File: config.mk
export PLATFORM = sky130hd
export DESIGN_NAME = forward_hazard_unit
export DESIGN_NICKNAME = d
export VERILOG_FILES = /design/src/rtl/forward_hazard_unit.sv
export SDC_FILE = /design/constraint.sdc
export NUM_CORES = 1
export LEC_CHECK = 0
export CAP_MARGIN = 10
export CELL_PAD_IN_SITES_DETAIL_PLACEMENT = 2
export CELL_PAD_IN_SITES_GLOBAL_PLACEMENT = 2
export CORE_MARGIN = 3
export CORE_UTILIZATION = 26
export CTS_BUF_LIST = sky130_fd_sc_hd__clkbuf_16
export DETAILED_ROUTE_END_ITERATION = 7
export GPL_TIMING_DRIVEN = 1
export PLACE_DENSITY_LB_ADDON = 0.1
export SLEW_MARGIN = 40
export SYNTH_ARGS = -nofsm -noshare
export SYNTH_HDL_FRONTEND = slang
export SYNTH_SLANG_ARGS = --single-unit
File: constraint.sdc
create_clock -name i_clock -period 8 [get_ports i_clock]
set_clock_uncertainty 0.05 [all_clocks]
set_input_delay 1.2 -clock i_clock [delete_from_list [all_inputs] [get_ports i_clock]]
set_output_delay 1.2 -clock i_clock [all_outputs]
set_load 0.03 [all_outputs]
File: src/rtl/forward_hazard_unit.sv
// ---------------------------------------------------------------------------
// forward_hazard_unit
//
// Operand forwarding and RAW hazard control for the ID->EX boundary.
// Each EX operand (A from rs, B from rt) can be taken from any of N_STAGES
// downstream write-back sources. Stage 0 is the youngest (EX) and wins over
// older stages. If the winning source has no data yet (load-use), the unit
// stalls the front end and injects a bubble into EX. A watchdog sets a sticky
// error flag when a stall lasts MAX_STALL consecutive cycles.
//
// Optional feature macro: HAZARD_STATS_EN
//   When defined, adds two saturating 32-bit counters: stall cycles and
//   forwarding events.
//
// Ports
//   i_clock         clock
//   i_reset         synchronous active-high reset
//   i_valid         pipeline advance enable
//   i_rs, i_rt      source register addresses of the ID instruction
//   i_use_rs        operand A reads rs
//   i_use_rt        operand B reads rt
//   i_rd            per-stage destination address, stage k at [k*NB_REG_ADDR +: NB_REG_ADDR]
//   i_we            per-stage register-file write enable
//   i_ready         per-stage result valid this cycle
//   i_data          per-stage result, stage k at [k*NB_REG +: NB_REG]
//   o_stall         combinational: freeze PC and IF/ID
//   o_bubble        registered: EX receives a NOP
//   o_mux_a/b       registered: use forwarded operand instead of regfile
//   o_data_a/b      registered forwarded operands
//   o_err           sticky: stall lasted MAX_STALL cycles
//   o_stall_cycles  (HAZARD_STATS_EN) cycles with o_stall asserted
//   o_fwd_events    (HAZARD_STATS_EN) advancing cycles with a forwarded operand
// ---------------------------------------------------------------------------
module forward_hazard_unit #(
    parameter int NB_REG      = 32,
    parameter int NB_REG_ADDR = 5,
    parameter int N_STAGES    = 3,
    parameter int MAX_STALL   = 8
) (
    input  logic                            i_clock,
    input  logic                            i_reset,
    input  logic                            i_valid,
    input  logic [NB_REG_ADDR-1:0]          i_rs,
    input  logic [NB_REG_ADDR-1:0]          i_rt,
    input  logic                            i_use_rs,
    input  logic                            i_use_rt,
    input  logic [N_STAGES*NB_REG_ADDR-1:0] i_rd,
    input  logic [N_STAGES-1:0]             i_we,
    input  logic [N_STAGES-1:0]             i_ready,
    input  logic [N_STAGES*NB_REG-1:0]      i_data,
    output logic                            o_stall,
    output logic                            o_bubble,
    output logic                            o_mux_a,
    output logic                            o_mux_b,
    output logic [NB_REG-1:0]               o_data_a,
    output logic [NB_REG-1:0]               o_data_b,
    output logic                            o_err
`ifdef HAZARD_STATS_EN
    ,
    output logic [31:0]                     o_stall_cycles,
    output logic [31:0]                     o_fwd_events
`endif
);

    localparam int CNT_W = $clog2(MAX_STALL + 1);
    localparam logic [CNT_W-1:0] MAX_CNT = CNT_W'(MAX_STALL);

    typedef enum logic {
        RUN   = 1'b0,
        STALL = 1'b1
    } state_e;

    // -----------------------------------------------------------------------
    // Winner selection (combinational)
    // -----------------------------------------------------------------------
    logic              found_a, found_b;
    logic              ready_a, ready_b;
    logic [NB_REG-1:0] sel_a, sel_b;
    logic              hazard;

    // NOTE: every signal written in this block gets a default first, so no
    // path leaves it unassigned and no latch is inferred.
    always_comb begin
        found_a = 1'b0;
        found_b = 1'b0;
        ready_a = 1'b1;
        ready_b = 1'b1;
        sel_a   = '0;
        sel_b   = '0;
        // Walk from oldest to youngest so a younger match overwrites an
        // older one; the survivor is the lowest matching index. Register $0
        // is excluded so it never forwards and never stalls.
        for (int k = N_STAGES - 1; k >= 0; k--) begin
            if (i_we[k] && i_use_rs && (i_rs != '0) &&
                (i_rd[k*NB_REG_ADDR +: NB_REG_ADDR] == i_rs)) begin
                found_a = 1'b1;
                ready_a = i_ready[k];
                sel_a   = i_data[k*NB_REG +: NB_REG];
            end
            if (i_we[k] && i_use_rt && (i_rt != '0) &&
                (i_rd[k*NB_REG_ADDR +: NB_REG_ADDR] == i_rt)) begin
                found_b = 1'b1;
                ready_b = i_ready[k];
                sel_b   = i_data[k*NB_REG +: NB_REG];
            end
        end
        hazard = (found_a && !ready_a) || (found_b && !ready_b);
    end

    // Stall must reach the PC/IF-ID enables in the same cycle.
    assign o_stall = hazard && i_valid;

    // -----------------------------------------------------------------------
    // EX-side registered outputs
    // -----------------------------------------------------------------------
    logic              mux_a_q, mux_a_d;
    logic              mux_b_q, mux_b_d;
    logic [NB_REG-1:0] data_a_q, data_a_d;
    logic [NB_REG-1:0] data_b_q, data_b_d;
    logic              bubble_q, bubble_d;

    always_comb begin
        mux_a_d  = mux_a_q;
        mux_b_d  = mux_b_q;
        data_a_d = data_a_q;
        data_b_d = data_b_q;
        bubble_d = bubble_q;
        if (i_valid) begin
            if (hazard) begin
                // Load-use: EX gets a NOP, no operand is forwarded.
                mux_a_d  = 1'b0;
                mux_b_d  = 1'b0;
                data_a_d = '0;
                data_b_d = '0;
                bubble_d = 1'b1;
            end else begin
                mux_a_d  = found_a;
                mux_b_d  = found_b;
                data_a_d = sel_a;
                data_b_d = sel_b;
                bubble_d = 1'b0;
            end
        end
    end

    // NOTE: sequential state uses non-blocking assignments only, so every
    // register samples the pre-edge values regardless of statement order.
    always_ff @(posedge i_clock) begin
        if (i_reset) begin
            mux_a_q  <= 1'b0;
            mux_b_q  <= 1'b0;
            data_a_q <= '0;
            data_b_q <= '0;
            bubble_q <= 1'b0;
        end else begin
            mux_a_q  <= mux_a_d;
            mux_b_q  <= mux_b_d;
            data_a_q <= data_a_d;
            data_b_q <= data_b_d;
            bubble_q <= bubble_d;
        end
    end

    assign o_mux_a  = mux_a_q;
    assign o_mux_b  = mux_b_q;
    assign o_data_a = data_a_q;
    assign o_data_b = data_b_q;
    assign o_bubble = bubble_q;

    // -----------------------------------------------------------------------
    // Stall watchdog FSM
    // -----------------------------------------------------------------------
    state_e           state_q, state_d;
    logic [CNT_W-1:0] cnt_q, cnt_d;
    logic             err_q, err_d;

    always_comb begin
        state_d = state_q;
        cnt_d   = cnt_q;
        unique case (state_q)
            RUN: begin
                cnt_d = '0;
                if (o_stall) begin
                    state_d = STALL;
                    cnt_d   = CNT_W'(1);
                end
            end
            STALL: begin
                if (!o_stall) begin
                    state_d = RUN;
                    cnt_d   = '0;
                end else if (cnt_q != MAX_CNT) begin
                    cnt_d = cnt_q + 1'b1;
                end
            end
            default: begin
                state_d = RUN;
                cnt_d   = '0;
            end
        endcase
        // Sticky: once the count reaches the limit, only reset clears it.
        err_d = err_q || (cnt_d == MAX_CNT);
    end

    always_ff @(posedge i_clock) begin
        if (i_reset) begin
            state_q <= RUN;
            cnt_q   <= '0;
            err_q   <= 1'b0;
        end else begin
            state_q <= state_d;
            cnt_q   <= cnt_d;
            err_q   <= err_d;
        end
    end

    assign o_err = err_q;

`ifdef HAZARD_STATS_EN
    // -----------------------------------------------------------------------
    // Optional statistics counters (saturating)
    // -----------------------------------------------------------------------
    logic [31:0] stall_cycles_q, stall_cycles_d;
    logic [31:0] fwd_events_q, fwd_events_d;

    always_comb begin
        stall_cycles_d = stall_cycles_q;
        fwd_events_d   = fwd_events_q;
        if (o_stall && (stall_cycles_q != '1)) begin
            stall_cycles_d = stall_cycles_q + 32'd1;
        end
        // At most one event per cycle, even if both operands forward.
        if (i_valid && !hazard && (found_a || found_b) && (fwd_events_q != '1)) begin
            fwd_events_d = fwd_events_q + 32'd1;
        end
    end

    always_ff @(posedge i_clock) begin
        if (i_reset) begin
            stall_cycles_q <= '0;
            fwd_events_q   <= '0;
        end else begin
            stall_cycles_q <= stall_cycles_d;
            fwd_events_q   <= fwd_events_d;
        end
    end

    assign o_stall_cycles = stall_cycles_q;
    assign o_fwd_events   = fwd_events_q;
`endif

endmodule
==> Word-level counts from Yosys, hierarchy flattened <==
Index checks and enable logic that the tools add are counted.
{ "totals": {"regBits": 73, "word_cells": 73} }
{ "op_classes": {"addsub": 1, "eq_ne": 8, "mux": 28, "bitwise_logic": 1, "n_reduce_logical": 27} }
{ "op_table": {"columns": ["op", "n"], "rows": [
  ["32-bit two-way mux", 8],
  ["5-bit == test", 6],
  ["1-bit logical AND", 21],
  ["1-bit two-way mux", 17],
  ["5-bit nonzero test", 2],
  ["4-bit two-way mux", 2],
  ["4-bit one-hot mux with 2 select lines", 1],
  ["4-bit by 1-bit adder with 4-bit output (second input constant)", 1],
  ["4-bit == test (second input constant)", 1],
  ["4-bit != test (second input constant)", 1],
  ["1-bit zero test", 2],
  ["1-bit logical OR", 2],
  ["1-bit inverter", 1]
]} }

==> Longest topological paths before layout <==
Gate-level depths: netlist (run 1).
{ "depth": {"ltp_word": 14, "mapped_depth": 9, "mapped_depth_nobuf": 8} }

==> Least setup slack after synthesis (run 1) <==
OpenSTA, ideal clock, no wires.
{ "synth_timing": {"kind": "in2out", "startpoint": "input i_rt[1]", "endpoint": "output o_stall", "arrival_ps": 3299, "t_required_ps": 6750, "slack_ps": 3451, "path_stages": 9, "path_buffers": 3, "cell_sequence": "or4_1 -> o21ai_1 -> or3_1 -> clkbuf_1 -> a31oi_1 -> o221ai_2 -> buf_6 -> buf_6 -> and2_1"} }
{ "synth_between": {"elab_chain_len": 10, "elab_cells_between_ends": 20, "classes_between": "eq/ne (3); mux (6); reduce/logical (11)"} }
{ "synth_rtl": {"columns": ["item", "line_no", "rtl"], "rows": [
  ["from (decl)", "44", "input logic [NB_REG_ADDR-1:0] i_rt,"],
  ["5-bit nonzero test", "100", "if (i_we[k] && i_use_rt && (i_rt != '0) &&"],
  ["1-bit logical AND (2 in a row)", "100", null],
  ["1-bit two-way mux (3 in a row)", "100", null],
  ["1-bit zero test", "107", "hazard = (found_a && !ready_a) || (found_b && !ready_b);"],
  ["1-bit logical AND (*)", "107", null],
  ["1-bit logical OR (*)", "107", null],
  ["1-bit logical AND (*)", "111", "assign o_stall = hazard && i_valid;"],
  ["to (decl)", "51", "output logic o_stall,"]
]} }
Mark *: on every way between the ends. The rest lies on a longest branch, timed or not.

==> Worst setup path in the final report (run 1) <==
Same ends and word-level chain as after synthesis.

==> summary.txt, run 1 <==
Global routing
  – GRT overflow: 0
  – Vias in the first global route: between 6k and 7k
  – Largest net degree at the start of global routing: 70
  – GRT Overall Usage: ~22%
  – Initial antenna violation count: 0
  – First-pass GRT wire length: about 35 mm

Cells and area
  – Most frequent cells in the layout: clkdlybuf4s50_1, dfxtp_1, nand3_1, nand2b_1
  – Number of diodes: 0
  – Final std cells w/o fill: ~940
  – Commonest non-fill, non-tap cell in the layout: clkdlybuf4s50_1
  – P&R area growth vs syn: 52.4%
  – Nets: around 850
  – Layout cell share with drive strength beyond 1: a little under 9%

Drt
  – Routed len/inst: about 24 microns
  – ANT nets after route: 0
  – Total Wirelength: roughly 23 mm
  – Via count: about 5.4k
  – 1st-iter DRT viols: roughly 300
  – Iteration count of the initial detailed-routing pass: 4
  – Drc violations: 0
  – Avg Vias per Cell: 5.70

STA
  – Hold Vio Cnt, Final: 0
  – Final setup vio count: 0
  – Max Freq: about 170 MHz
  – Slew HR: between 50% and 60%
  – Fin crit period: approximately 6 ns
  – Worst-Margin Slew: approximately 0.64 ns
  – Worst hold margin: ~0.42 ns
  – Final Slew Violations: 0
  – Period utilisation layout: 74.6%
  – Setup TNS: 0 ns
  – Worst Setup Slack, final: around 2.0 ns
  – RSZ-0062 raised after global routing: false

Floorplan
  – IO Count: ~200
  – Core area: 17500 sq um
  – Initial Utilization: around 27%
  – Core Rows: 48
  – Die height: 141 microns
  – Die area: 19800 sq um
  – Die width: about 140 microns

Critical path
  – CP max-delay cell: clkdlybuf4s50_1
  – Crit-path max FO: 33
  – WP buf/inv: 3
  – CP Capture Type: output port
  – Worst Reg-to-Reg Cells: 8
  – RR Startpoint: cnt_q[0]
  – Max incr delay on CP: a little under 0.7 ns
  – Startpoint Class: input pin
  – Critical path arrival: ~4.7 ns
  – Reg2Reg Setup Slack: about 6.6 ns
  – Crit path top cell by count: clkdlybuf4s50_1
  – CP cell instances: clkdlybuf4s50_1 -> or4_1 -> o21ai_1 -> or3_1 -> buf_4 -> a31oi_1 -> o221ai_4 -> and2_1 -> clkdlybuf4s50_1
  – Setup CP Type: input pin to output port
  – Reg-to-Reg End: o_err
  – CP required: 6.75 ns
  – Critical path's top delay family: buffers and inverters

Clock network
  – # resized after CTS: 0
  – Post-CTS setup buffer count: 0
  – Root Driver: clkbuf_16
  – # hold bufs at CTS: 0
  – CTS tree: yes
  – Clock slew at reported path FFs: roughly 0.06 ns
  – Clock Latency Late Sink: ~0.34 ns
  – Clk sink count: between 70 and 80
  – H-tree depth: 3
  – Max Root-Sink Buffers: 2
  – Total CTS buffers: 9

Logic synthesis
  – Post-Synth Simple-Gate Area: a little over a fifth
  – Dominant synthesized flop cell: dfxtp_1
  – Post-synth EDFFs: 0
  – Post-Syn Area: between 4000 and 5000 sq um
  – Leading area contributor after synthesis: dfxtp_1
  – Ys async rst share: 0%
  – Netlist cell types: 39
  – Sequential element share of the synthesized area: a little under a third
  – Synth Instances: ~550
  – Main combinational cell family by area after synthesis: compound AO/OA/AOI/OAI gates
  – Yosys top cell area share: 31.0%
  – Synth top area cells: dfxtp_1, o2bb2ai_1, nand2b_1, o32ai_1, nand3_1
  – Compound-Gate Fraction of Synth Area: between 30% and 40%
  – Ys Warns: 0
  – Syn_nets: around 690
  – Synth Area in XOR/XNOR: 5.94%
  – Synth Area per Inst: 8.57 sq um
  – Post-synthesis mux area share: 0%
  – Adder-Cell Fraction of Synth Area: less than 1%
  – Synth Register Bits: 73

Run
  – Max Cap Viol: 0

Power and ir drop
  – Worst IR Drop VDD: around 90 uV
  – Leakage: between 0.002 and 0.0025 uW
  – Power, Total: between 900 and 1000 uW
  – PwrDens: 132 nW/um^2

Worst hold path
  – Min-Delay Path Depth: 2
  – Hold WC Path Type: register to register
  – Worst Hold Launch: state_q
  – Hold Path End: cnt_q[1]

Placement
  – Setup WS pre-CTS: roughly 2.0 ns
  – Port Buffer Count: 200
  – Detailed placement HPWL: 15.0 mm
  – Placed Cells incl. Taps: roughly 900
  – RD Place Congestion: 0.817

Run status
  – Status: complete, no violations
worst reg2reg max path, cell delays in order, from the launching register on:
cell	delay [ns]
dfxtp_1	0.37
inv_1	0.09
ha_1	0.20
nand2_1	0.08
nor2_1	0.05
xnor2_1	0.14
and2_1	0.17
nand4_1	0.10
o22ai_1	0.12
sequential cells by signal, indices dropped and copies added, names as in the netlist:
name      flops
o_mux_a       1
o_data_b     32
cnt_q         4
state_q       1
o_data_a     32
o_mux_b       1
o_err         1
o_bubble      1
metrics by stage:
step	util (%)	area, sq um
global placement	39.1	6860
finish	41.0	7190
floorplan	-	4720
CTS	41.0	7190
global route	41.0	7190
detailed placement	39.4	6900
synth_stat cells (all sizes together) (4+ instances only):
master / number
a21oi: 56
nor2: 14
nand2b: 59
nor3: 9
nand3: 59
o2bb2ai: 56
xor2: 11
dfxtp: 73
o32ai: 58
a221oi: 8
nor4: 6
xnor2: 21
buf: 10
or3b: 8
o41ai: 8
nand2: 8
and2: 4
inv: 5
clkbuf: 52
how the worst max path moves through the flow:
stage	start	endpoint	slack [ns]	cells past startpoint
after CTS	i_rt[1]	o_stall	2.01	9
final	i_rt[1]	o_stall	2.03	9
after global routing	i_rt[1]	o_stall	1.86	9
after detailed placement	i_rt[1]	o_stall	2.00	9
after floorplan	i_rt[1]	o_stall	3.45	9
after global placement	i_rt[1]	o_stall	2.15	9
power by group:
group	internal (uW)	switching [uW]	total [uW]	leakage, uW
combinational	91.1	82.5	174	0.00143
clock	238	169	407	0.000142
sequential	367	1.92	368	0.000588
total	696	253	949	0.00216
cell type report:
type                            count  area, sq um
Sequential cell                    73         1460
Clock inverter                      7         62.6
Fill cell                        1883        10300
Inverter                            5         18.8
Timing Repair Buffer              213         2120
Multi-Input combinational cell    411         3030
Clock buffer                        9          225
Tap cell                          225          282
metal layers:
metal | vias up | GRT usage [%] | part of all wire [%]
met5 | - | 0 | 0
met1 | 2702 | 27.9 | 44
li1 | 2443 | - | -
met3 | 29 | 4.95 | 6.0
met2 | 199 | 38.2 | 48
met4 | 0 | 6.83 | 1.8
cell families (layout without fill, tap and decap cells):
group / count (synthesis) / in the layout
adder cells (fa/ha/maj): 2 / 2
buffers and inverters: 67 / 234
AND/OR/NAND/NOR: 181 / 181
AO/OA/AOI/OAI: 196 / 196
XOR/XNOR: 32 / 32
flip-flops: 73 / 73
No activity file was read; power rests on OpenSTA's default activity.
==> run 2, diff against run 1 <==
Settings changed: CORE_UTILIZATION 26 to 24.
Clock period 8 ns to 6 ns, I/O delays scaled along.
==> summary.txt, run 2 (same netlist as run 1, synthesis figures left out) <==
Placement
  – Setup WS pre-CTS: between 1 and 1.5 ns
  – Placed Cells incl. Taps: 963
  – Port Buffer Count: 200
  – Detailed placement HPWL: 14.7 mm
  – RD Place Congestion: 0.781

STA
  – Fin crit period: between 4 and 5 ns
  – Worst-Margin Slew: roughly 0.67 ns
  – Final setup vio count: 0
  – Period utilisation layout: 75.9%
  – Final Slew Violations: 0
  – Max Freq: 219 MHz
  – Worst Setup Slack, final: approximately 1.4 ns
  – Slew HR: between 50% and 60%
  – Setup TNS: 0 ns
  – Hold Vio Cnt, Final: 0
  – RSZ-0062 raised after global routing: false

Clock network
  – Clock slew at reported path FFs: around 0.06 ns
  – Clock Latency Late Sink: about 0.33 ns
  – # resized after CTS: 0
  – Clk sink count: 73
  – # hold bufs at CTS: 0
  – Total CTS buffers: 9
  – Root Driver: clkbuf_16
  – CTS tree: yes
  – Post-CTS setup buffer count: 0
  – H-tree depth: 3
  – Max Root-Sink Buffers: 2

Cells and area
  – Layout cell share with drive strength beyond 1: a little under a tenth
  – Multi-input logic area: approximately 3000 sq um
  – P&R area growth vs syn: 54.2%
  – Nets: ~850
  – Register area: between 1000 and 1500 sq um
  – Fillers: 2130
  – Commonest non-fill, non-tap cell in the layout: clkdlybuf4s50_1
  – Most frequent cells in the layout: clkdlybuf4s50_1, dfxtp_1, nand3_1, nand2b_1
  – Final std cells w/o fill: ~980
  – Number of diodes: 0

Floorplan
  – Core Rows: 50
  – Die height: between 100 and 150 microns
  – Die width: 146 microns
  – Core area: roughly 19000 sq um
  – Die area: ~21000 sq um
  – IO Count: between 200 and 250
  – Initial Utilization: between 20 and 25%

Critical path
  – Setup CP Type: input pin to output port
  – Startpoint Class: input pin
  – CP required: slightly above 5 ns
  – CP Capture Type: output port
  – Critical path arrival: 3.61 ns
  – Crit-path max FO: 26

Drt
  – 1st-iter DRT viols: around 230
  – Drc violations: 0
  – ANT nets after route: 0
  – Via count: 5307
  – Avg Vias per Cell: about 5.4
  – Iteration count of the initial detailed-routing pass: 5
  – Routed len/inst: ~23 microns
  – Total Wirelength: around 22 mm

Power and ir drop
  – Leakage: between 0.002 and 0.0025 uW
  – Worst IR Drop VDD: about 110 uV
  – Power, Total: 1310 uW
  – PwrDens: between 150 and 200 nW/um^2

Global routing
  – Vias in the first global route: between 6k and 7k
  – GRT Overall Usage: 20.6%
  – Largest net degree at the start of global routing: 72
  – Initial antenna violation count: 0
  – GRT overflow: 0
  – First-pass GRT wire length: about 35 mm

Run
  – Max Cap Viol: 0

Run status
  – Status: complete, no violations

Worst hold path
  – Hold WC Path Type: register to register
run 2: power by group:
part           internal (uW)  switching (uW)
clock                    361             225
sequential               489            2.62
combinational            122             109
run 2: worst max-delay path: stages:
cell,delay [ns]
clkdlybuf4s50_1,0.52
or4_1,0.60
nor2_1,0.34
or3_1,0.18
buf_4,0.35
a31oi_4,0.16
o221ai_4,0.20
and2_1,0.18
buf_4,0.16
run 2: area by class of cell:
type                    count  area share, %
clock inverters             7           1.19
clock buffers               9           3.10
multi-input cells         411           41.6
well taps                 260           4.47
repair buffers            214           29.3
flip-flops and latches     73           20.1
inverters                   5          0.258
run 2: layer usage:
| layer | part of all wire (%) | GRT usage (%) | up-vias |
|---|---|---|---|
| met5 | 0 | 0 | - |
| met4 | 0.78 | 3.86 | 0 |
| met3 | 4.5 | 4.38 | 14 |
| met2 | 48 | 34.7 | 154 |
| met1 | 47 | 27.4 | 2682 |
| li1 | - | - | 2457 |
run 2: path summary, 6_finish.rpt:
check / slack [ns] / end / from / depth (start not counted)
worst max-delay path: 1.44 / o_stall / i_rs[3] / 9
worst min-delay path: 0.43 / cnt_q[1] / state_q / 2
worst max register to register: 4.48 / o_err / cnt_q[0] / 8
worst min register to register: 0.43 / cnt_q[1] / state_q / 2
run 2: through the flow:
stage	hold WS (ns)	area, sq um	util [%]
finish	0.426	7280	38.3
global route	0.450	7280	38.3
CTS	0.429	7280	38.3
detailed placement	0.410	6960	36.6
global placement	0.402	6910	36.3
floorplan	0.381	4720	-
==> run 3, diff against run 2 <==
Settings changed: CORE_UTILIZATION 24 to 22.
Clock period 6 ns to 3.88 ns, I/O delays scaled along.
==> summary.txt, run 3 (same netlist as run 1, synthesis figures left out) <==
Drt
  – Routed len/inst: around 24 microns
  – 1st-iter DRT viols: approximately 170
  – Drc violations: 0
  – Total Wirelength: 24.4 mm
  – DR WL met3: roughly 1.2 mm
  – DRT met1 WL: approximately 11 mm
  – Metal2 WL: roughly 12 mm
  – ANT nets after route: 0
  – Via count: approximately 5.4k
  – Avg Vias per Cell: 5.43
  – DR top layer: met4
  – Iteration count of the initial detailed-routing pass: 4

STA
  – Final Slew Violations: 0
  – Period utilisation layout: 93.8%
  – Fin crit period: around 3.6 ns
  – Max Freq: ~270 MHz
  – Final setup vio count: 0
  – RSZ-0062 raised after global routing: false
  – Worst-Margin Slew: a little over 0.7 ns
  – Setup TNS: 0 ns
  – Slew HR: about 53%
  – Hold Vio Cnt, Final: 0
  – Worst hold margin: 0.418 ns

Critical path
  – WP buf/inv: 2
  – Crit-path max FO: 4
  – CP Capture Type: output port
  – Startpoint Class: input pin
  – CP max-delay cell: or4_1
  – Critical path arrival: between 3 and 4 ns
  – CP cell instances: clkdlybuf4s50_1 -> xor2_1 -> or4_1 -> or3_1 -> a31oi_4 -> o221ai_4 -> and2_1 -> buf_4
  – CP required: 3.25 ns
  – Critical path's top delay family: simple AND/OR/NAND/NOR gates
  – Max incr delay on CP: approximately 0.57 ns
  – Setup CP Type: input pin to output port

Floorplan
  – Die width: around 150 microns
  – Die area: approximately 23000 sq um
  – IO Count: ~200
  – Core area: about 21000 sq um
  – Core Rows: 52
  – Initial Utilization: 22.9%
  – Die height: 152 microns

Placement
  – Port Buffer Count: 200
  – RD Place Congestion: ~0.80
  – Placed Cells incl. Taps: between 900 and 1k
  – Detailed placement HPWL: between 15 and 20 mm

Cells and area
  – Post-layout util: between 30% and 40%
  – Most frequent cells in the layout: clkdlybuf4s50_1, dfxtp_1, nand3_1, nand2b_1
  – Commonest non-fill, non-tap cell in the layout: clkdlybuf4s50_1
  – Layout cell share with drive strength beyond 1: roughly a tenth
  – Fillers: around 2.3k
  – P&R area growth vs syn: 56.1%
  – Final std cells w/o fill: between 900 and 1k
  – Number of diodes: 0
  – Nets: roughly 860

Clock network
  – Root Driver: clkbuf_16
  – Max Root-Sink Buffers: 2
  – H-tree depth: 3
  – CTS tree: yes
  – Post-CTS setup buffer count: 0
  – Total CTS buffers: 9
  – Clock slew at reported path FFs: about 0.060 ns
  – Clock Latency Late Sink: ~0.34 ns
  – Clk sink count: 73
  – # hold bufs at CTS: 0
  – # resized after CTS: 0

Power and ir drop
  – Worst IR Drop VDD: between 200 and 250 uV
  – PwrDens: between 200 and 300 nW/um^2
  – Power, Total: 2060 uW
  – Leakage: 0.00224 uW

Global routing
  – GRT Overall Usage: approximately a fifth
  – Vias in the first global route: between 6k and 7k
  – GRT overflow: 0
  – First-pass GRT wire length: 37.7 mm
  – Largest net degree at the start of global routing: 70
  – Initial antenna violation count: 0

Worst hold path
  – Hold WC Path Type: register to register

Run
  – Max Cap Viol: 0

Run status
  – Status: complete, no violations
==> run 3: changes by cell type in the layout (fill, tap and decap cells not counted) <==
cell        delta
buf_4          +7
clkinv_2       -1
clkinvlp_4     +1
buf_12         +3
inv_6          +1
buf_16         -1
and4b_2        +1
and4b_4        -1
buf_6          -1
clkinv_1       -1
==> run 3: final timing paths <==
path | slack (ns) | from | depth (start not counted) | end
setup / recovery | 0.24 | i_rs[4] | 8 | o_stall
hold / removal | 0.42 | state_q | 2 | cnt_q[2]
setup reg to reg | 2.46 | cnt_q[0] | 8 | o_err
hold reg to reg | 0.42 | state_q | 2 | cnt_q[2]
==> run 3: metrics by stage <==
stage	area, sq um	worst slack [ns]
6_report	7370	0.239
5_1_grt	7370	0.152
4_1_cts	7370	0.236
3_5_place_dp	7050	0.181
3_3_place_gp	7000	0.262
2_1_floorplan	4720	0.567
==> run 3: area by class of cell <==
type	count	area [sq um]	area share, %
clock buffers	9	225	3.06
flip-flops and latches	73	1460	19.8
inverters	5	18.8	0.255
clock inverters	7	93.8	1.27
repair buffers	222	2210	30.0
multi-input cells	411	3020	41.0
well taps	270	338	4.59
==> run 3: where the power goes <==
group	internal, uW	total (uW)	switching, uW
registers	755	759	3.84
clock network	564	933	369
logic	191	366	175
==> run 3: layer usage <==
metal | global-route usage [%] | vias up
li1 | - | 2468
met3 | 4.83 | 22
met2 | 35.6 | 171
met4 | 4.67 | 0
met5 | 0 | -
met1 | 25.8 | 2755
==> run 3: worst min-delay path, stage by stage (launching register included) <==
cell,delay [ns]
dfxtp_1,0.33
nand2_1,0.06
nor3_1,0.04
